**src/rtl/m_seg7_scan.sv**
```systemverilog
// Four-digit common-anode 7-segment scanner: latches a 16-bit hex value once
// per frame and multiplexes it with a blank dead-time cycle ahead of each digit.
module m_seg7_scan #(
  parameter int unsigned PRESCALE = 4,
  parameter logic        LZ_BLANK = 1'b1
) (
  input  logic        w_clk,
  input  logic        w_rst,
  input  logic        w_en,
  input  logic [15:0] w_din,
  output logic [3:0]  r_an,
  output logic [6:0]  r_seg,
  output logic        r_frame,
  output logic [1:0]  r_digit
);

  localparam logic [1:0] ST_GAP  = 2'd0;
  localparam logic [1:0] ST_SHOW = 2'd1;
  localparam logic [7:0] PS_LAST = 8'(PRESCALE - 1);

  logic [1:0]  state_q, state_d;
  logic [1:0]  digit_q, digit_d;
  logic [7:0]  presc_q, presc_d;
  logic [15:0] val_q, val_d;

  logic [3:0]  an_d;
  logic [6:0]  seg_d;
  logic        frame_d;
  logic [1:0]  digit_out_d;

  logic [3:0]  nibble;
  logic        lead_zero;

  function automatic logic [6:0] seg7_decode(input logic [3:0] n);
    logic [6:0] s;
    case (n)
      4'h0: s = 7'h40;
      4'h1: s = 7'h79;
      4'h2: s = 7'h24;
      4'h3: s = 7'h30;
      4'h4: s = 7'h19;
      4'h5: s = 7'h12;
      4'h6: s = 7'h02;
      4'h7: s = 7'h78;
      4'h8: s = 7'h00;
      4'h9: s = 7'h10;
      4'hA: s = 7'h08;
      4'hB: s = 7'h03;
      4'hC: s = 7'h46;
      4'hD: s = 7'h21;
      4'hE: s = 7'h06;
      default: s = 7'h0E;
    endcase
    return s;
  endfunction

  // Scan sequencer; the display value is only taken on the GAP->SHOW edge of digit 0.
  always_comb begin
    state_d = state_q;
    digit_d = digit_q;
    presc_d = presc_q;
    val_d   = val_q;
    if (!w_en) begin
      state_d = ST_GAP;
      digit_d = 2'd0;
      presc_d = 8'd0;
    end else begin
      case (state_q)
        ST_GAP: begin
          state_d = ST_SHOW;
          presc_d = 8'd0;
          if (digit_q == 2'd0) begin
            val_d = w_din;
          end
        end
        ST_SHOW: begin
          if (presc_q == PS_LAST) begin
            state_d = ST_GAP;
            digit_d = digit_q + 2'd1;
            presc_d = 8'd0;
          end else begin
            presc_d = presc_q + 8'd1;
          end
        end
        default: begin
          state_d = ST_GAP;
          digit_d = 2'd0;
          presc_d = 8'd0;
        end
      endcase
    end
  end

  always_comb begin
    nibble    = 4'h0;
    lead_zero = 1'b0;
    case (digit_q)
      2'd0: nibble = val_q[3:0];
      2'd1: begin
        nibble    = val_q[7:4];
        lead_zero = (val_q[15:4] == 12'h000);
      end
      2'd2: begin
        nibble    = val_q[11:8];
        lead_zero = (val_q[15:8] == 8'h00);
      end
      default: begin
        nibble    = val_q[15:12];
        lead_zero = (val_q[15:12] == 4'h0);
      end
    endcase
  end

  // Outputs are a registered image of the current sequencer state.
  always_comb begin
    an_d        = 4'b1111;
    seg_d       = 7'h7F;
    frame_d     = 1'b0;
    digit_out_d = digit_q;
    if (!w_en) begin
      digit_out_d = 2'd0;
    end else begin
      case (state_q)
        ST_GAP: begin
          frame_d = (digit_q == 2'd0);
        end
        ST_SHOW: begin
          an_d  = ~(4'b0001 << digit_q);
          seg_d = (LZ_BLANK && lead_zero) ? 7'h7F : seg7_decode(nibble);
        end
        default: begin
          digit_out_d = 2'd0;
        end
      endcase
    end
  end

  always_ff @(posedge w_clk) begin
    if (w_rst) begin
      state_q <= ST_GAP;
      digit_q <= 2'd0;
      presc_q <= 8'd0;
      val_q   <= 16'h0000;
      r_an    <= 4'b1111;
      r_seg   <= 7'h7F;
      r_frame <= 1'b0;
      r_digit <= 2'd0;
    end else begin
      state_q <= state_d;
      digit_q <= digit_d;
      presc_q <= presc_d;
      val_q   <= val_d;
      r_an    <= an_d;
      r_seg   <= seg_d;
      r_frame <= frame_d;
      r_digit <= digit_out_d;
    end
  end

endmodule

```
**config.mk**
```make
export PLATFORM = sky130hd
export DESIGN_NAME = m_seg7_scan
export DESIGN_NICKNAME = d
export VERILOG_FILES = /design/src/rtl/m_seg7_scan.sv
export SDC_FILE = /design/constraint.sdc
export NUM_CORES = 1
export LEC_CHECK = 0
export ABC_AREA = 0
export ABC_CLOCK_PERIOD_IN_PS = 2570
export CAP_MARGIN = 30
export CORE_ASPECT_RATIO = 1.75
export CORE_UTILIZATION = 35
export DETAILED_ROUTE_END_ITERATION = 16
export REMOVE_ABC_BUFFERS = 1
export SLEW_MARGIN = 0
export SYNTH_ARGS = -nofsm -noshare
export SYNTH_HDL_FRONTEND = slang
export SYNTH_SLANG_ARGS = --single-unit
```
**constraint.sdc**
```tcl
create_clock -name w_clk -period 2.57 [get_ports w_clk]
set_input_delay 0.257 -clock w_clk [delete_from_list [all_inputs] [get_ports w_clk]]
set_output_delay 0.257 -clock w_clk [all_outputs]
set_load 0.05 [all_outputs]
```
# Word-level counts from Yosys, hierarchy flattened

Memory sizes are Yosys's and may differ from the RTL's. A register that Yosys moved wholly into a read port is not among the register bits.
Index checks and enable logic that the tools add are counted.

Flip-flop bits (word level): 35
Memory bits (read-only): 112
Input port bits: 19
Output and inout port bits: 14
Logic and storage cells: 41
Memories kept: 1

Add/sub/neg operators: 2
Equal/unequal tests: 5
Shift operators: 1
Muxes and demuxes: 6
Bitwise gates (word level): 5
Reductions and logical operators: 14

Memories:

| memory          | depth | bits a word | read ports | clocked after Yosys merged registers in | write ports | line | text |
|---|---|---|---|---|---|---|---|
| (no name shown) | 16    | 7           | 1          | 1                                       | 0           | 36   | `case (n)` |

Operators with widths:

| operator                                                              | count |
|---|---|
| 12-bit zero test                                                      | 1 |
| 4-bit case mux with 3 select lines                                    | 1 |
| 3-bit OR reduction                                                    | 3 |
| 8-bit by 1-bit adder with 8-bit output, second input constant         | 1 |
| 8-bit by 2-bit equality test with 1-bit output, second input constant | 1 |
| 8-bit zero test                                                       | 1 |
| 2-bit case mux with 2 select lines                                    | 2 |
| 4-bit OR reduction                                                    | 2 |
| 2-bit by 1-bit equality test with 1-bit output, second input constant | 2 |
| 2-bit zero test                                                       | 2 |
| 4-bit zero test                                                       | 1 |
| 2-bit two-way mux                                                     | 2 |
| 1-bit inverter                                                        | 4 |
| 4-bit inverter                                                        | 1 |
| 2-bit OR reduction                                                    | 2 |
| 1-bit by 2-bit left shift with 4-bit output, first input constant     | 1 |
| 1-bit case mux with 3 select lines                                    | 1 |
| 3-bit AND reduction                                                   | 1 |
| 2-bit by 1-bit adder with 2-bit output, second input constant         | 1 |
| 2-bit equality test, second input constant                            | 1 |
| 2-bit inequality test, second input constant                          | 1 |
| 2-bit AND reduction                                                   | 1 |

# Logic depth before layout (Yosys ltp)

Depth after elaboration: 4
Gate-level depth with buffers: 11

# Worst setup path after synthesis

Ideal clock, no wire load.

Kind: flip-flop to flip-flop
Start: reg digit_q[1]
End: reg r_seg[0]
Library setup time: 143 ps
Arrival time: 1,954 ps
Required time: 2,427 ps
Setup slack: 473 ps
Cell stages (with the launch flop): 10
Cells stage by stage: dfxtp_1 > inv_1 > ha_1 > a222oi_1 > mux2_2 > inv_1 > ha_1 > a211o_1 > o22ai_1 > a22oi_1

Word-level cells in the longest chain between the ends: 3
Elaborated cells between the ends (all ways): 6
Those cells by class: eq/ne: 2; mux: 2; reduce/logical: 2

Ends and longest elaborated chain:

| element                                           | line | text |
|---|---|---|
| start, declared                                   | 22   | `logic [1:0] digit_q, digit_d;` |
| start signal, assigned                            | 150  | `digit_q <= digit_d;` |
| 2-bit equality test, or another cell as far along | 97   | `case (digit_q)` |
| 1-bit case mux with 3 select lines                | 97   |  |
| 4-bit OR reduction (no line)                      | n/a  |  |
| end, declared                                     | 12   | `output logic [6:0] r_seg,` |

Several ways; a longest one is shown, not always the timed one.
A chain may end at the register's enable or synchronous reset.

# Final worst setup path

Same ends and word-level chain as after synthesis.

==> results.txt <==
- The flow ran to the end, and the final reports show no timing, DRC or antenna violations.
- In this run the remaining antenna-violating nets after routing total 0.
- Y dimension of the die: 97.21 um
- The total overflow left after global routing is 0.
- Post-detailed-route DRC marker count: 0
- Layout overhead on the synthesized area: 25.95%
- Placed wire-length estimate: 2.900 mm
- Area of the placeable core: 4977 um2
* Final setup vio count: 0
* Leading area contributor after synthesis: sky130_fd_sc_hd__dfxtp_1
- Gates resized, CTS repair: 0
* Area share of the largest cell type after synthesis: 45.27%
- Setup TNS after final layout: 0 ps
- Layout cells sized above 1: 6.751%
* Cells after Synth: 203
- The number of global-route vias before repair was 1,505.
- For the worst setup path, the data required time is 2720 ps.
- Headroom to the max-slew limit came out at 58.33%.
* CP peak stage delay: 410 ps
* Setup skew after layout: 8.771 ps
* Final WL: 3.848 mm
- Entering global routing, the biggest net connects 18 pins.
* Max Freq: 420.9 MHz
- Proportion of synthesized chip area in sequential cells: 45.27%
- Type of element capturing the critical path: flip-flop
- The finished layout holds 291 standard cells, fillers aside.
- The path class of the tightest hold or removal check is reg -> reg.
* Root Driver: sky130_fd_sc_hd__clkbuf_8
- Critical path, cell by cell: inv_1, ha_1, a222oi_1, mux2_2, inv_1, ha_1, a211o_1, o22ai_1, a22oi_1
* Count of unique library cells instantiated by Yosys: 41
- The H-tree generated during clock tree synthesis spans 2 levels.
- The floorplan step set the die width to 56.41 um.
- TritonRoute pass-1 iters: 6
- Synthesis Warnings: 0
- Grouping stages by cell kind, the critical path spends the most delay in compound AO/OA/AOI/OAI gates.
- At the worst endpoint, the arrival time is 2520 ps.
* Time the worst path needs with I/O delays and setup: 2376 ps
* Number of placement rows: 34
* Clock Latency Late Sink: 290 ps
- In this run, CTS created clock tree buffers numbering 5.
- Leakage dissipation: 0.8950 nW
- Dividing the detail-routed wire length by the instance count gives 13.22 um.
- Across the run, the number of max-cap violations was 0.
* Worst slew pin tran: 623.1 ps
- Across all layers, the routed design uses 1,506 vias.
- Share of the cycle needed by the critical path after routing: 92.46%
* Number of hold buffers added after CTS: 0
- Sequential cell area in the final layout: 820.8 um2
* Total of buffers placed on input and output ports: 32
* Synthesized cell area: 1813 um2
- Slowest library cell on the worst path: sky130_fd_sc_hd__dfxtp_1
- CTS Buffer Depth: 2
* Post-DR vias/cell: 5.175
* Startpoint Class: flip-flop
- The first global-routing pass estimated 6.693 mm of wire.
* Antenna violations before repair: 0
* Number of flops mapped to enable cells by yosys: 0
- Max Slew Vio Count: 0
- Asr flop ratio synth: 0%
- Once the floorplan was initialized, standard cells occupied 36.43% of the core.
- In this run the count of I/O pins placed on the die edge is 33.
* NumNets Final: 266
* Area enclosed by the die boundary: 5483 um2
- TritonCTS clock tree: built
- In this run the post-CTS setup repair buffer count came out at 0.
- The congestion estimate from routability-driven global placement came to 0.8375.
* Instance area at placement: 2167 um2
* Flops & latches, synth: 41
- Worst IR drop on VDD: 0.3738 mV
* Most common cell after layout, fill and taps aside: sky130_fd_sc_hd__dfxtp_1
- The number of buffers and inverters on the critical path is 2.
* Area occupied by multi-input gates: 913.4 um2
- The clock drives 41 sinks.
* Starting DRC count in detailed routing: 26
- Count of placed standard cells including taps: 283
- In the post-synthesis netlist, the biggest area contributors are sky130_fd_sc_hd__dfxtp_1 (45%), sky130_fd_sc_hd__nand2_1 (8.1%), sky130_fd_sc_hd__ha_1 (7.6%).
- Setup repair after global routing left no endpoint under its margin.
- Start-to-end type of the worst setup path: reg -> reg
* Worst-path clk slew: 80 ps
* Global routing usage summed across all routing layers: 15.57%
* Total power divided by cell area: 589.0 nW/um2
* Post-synthesis average cell area: 8.931 um2
- # fillers: 500
- Crit-path max FO: 6
- The repair_antennas step left the layout with diodes totalling 0.
* Final standard cell area without fillers: 2283 um2
* Hold Vio Cnt, Final: 0
- Among all flip-flop cells after synthesis, the most frequent one is sky130_fd_sc_hd__dfxtp_1.
- Leaving out fill and tap cells, the most frequent cells in the layout are sky130_fd_sc_hd__dfxtp_1 (41), sky130_fd_sc_hd__nand2_1 (39), sky130_fd_sc_hd__clkdlybuf4s50_1 (32).
-- cells in the mapped netlist (2+ instances only) --
library cell               instances
sky130_fd_sc_hd__a222oi_1          4
sky130_fd_sc_hd__nand2_1          39
sky130_fd_sc_hd__dfxtp_1          41
sky130_fd_sc_hd__clkbuf_1          5
sky130_fd_sc_hd__nor2_1           14
sky130_fd_sc_hd__and3_1            3
sky130_fd_sc_hd__mux2_2            2
sky130_fd_sc_hd__ha_1             11
sky130_fd_sc_hd__xor2_1            5
sky130_fd_sc_hd__buf_6             2
sky130_fd_sc_hd__xnor2_1           2
sky130_fd_sc_hd__inv_1             8
sky130_fd_sc_hd__a211oi_1          5
sky130_fd_sc_hd__nor4_1            2
sky130_fd_sc_hd__a211o_2           2
sky130_fd_sc_hd__nand3_1           9
sky130_fd_sc_hd__a21oi_1          20
sky130_fd_sc_hd__or4_1             2
sky130_fd_sc_hd__a22oi_1           2
sky130_fd_sc_hd__mux2i_1           3
sky130_fd_sc_hd__o221ai_1          2
-- routing by layer --
| metal | track usage [%] | share of wire (%) |
|---|---|---|
| met5 | 0 | 0 |
| met1 | 16.08 | 41 |
| met4 | 8.255 | 2.1 |
| met3 | 2.796 | 2.7 |
| met2 | 28.75 | 54 |
-- worst paths after layout --
path	startpoint	to	slack, ps	cells after the start
setup / recovery	digit_q[1]$_SDFFE_PP0P_	r_seg[0]$_SDFF_PP1_	190	9
hold / removal	val_q[2]$_SDFFE_PP0P_	val_q[2]$_SDFFE_PP0P_	470	2
setup reg to reg	digit_q[1]$_SDFFE_PP0P_	r_seg[0]$_SDFF_PP1_	190	9
hold reg to reg	val_q[2]$_SDFFE_PP0P_	val_q[2]$_SDFFE_PP0P_	470	2
-- tightest hold or removal path, delay by kind of cell, from the launching register on --
family / cells / cell delay, ps
AOI/OAI and AO/OA: 1 / 50
DFF: 1 / 320
and+or+nand+nor: 1 / 50
-- where the power goes --
group / internal, W / total, W / switching (W)
combinational: 0.0000645 / 0.000139 / 0.0000743
clock: 0.000317 / 0.000538 / 0.000221
sequential: 0.000655 / 0.000668 / 0.0000138
total: 0.00104 / 0.00134 / 0.000309
-- cell type report --
cell class                      count  share of cell area, %
Multi-Input combinational cell    146                  40.00
Sequential cell                    41                  35.95
Timing Repair Buffer               34                  14.68
Clock buffer                        7                  3.781
Tap cell                           54                  2.959
Clock inverter                      1                  1.315
Inverter                            8                  1.315
-- sequential cells by signal, indices dropped and copies added, names as in the netlist --
name and cells:
val_q 16, r_digit 2, r_an 4, state_q 1, digit_q 2, r_seg 7
r_frame 1, presc_q 8
-- kinds of logic after synthesis --
logic type	Yosys count	synth area share [%]
compound gates	44	16.56
fa+ha+maj	11	7.591
simple gates	79	19.95
xor+xnor	7	3.382
flops	41	45.27
buf+inv	16	4.348
mux	5	2.899
-- stage by stage --
stage	util (%)	hold WS, ps	setup slack, ps	power [W]
6_report	45.88	468.8	193.9	0.001345
4_1_cts	45.88	469.7	226.8	0.001363
2_1_floorplan	-	326.1	473.1	0.0007593
3_3_place_gp	43.54	450.4	322.1	0.0008228
3_5_place_dp	43.54	458.9	255.1	0.0008229
5_1_grt	45.88	500.9	0.8462	0.001406
Power figures use the tool's default switching activity.
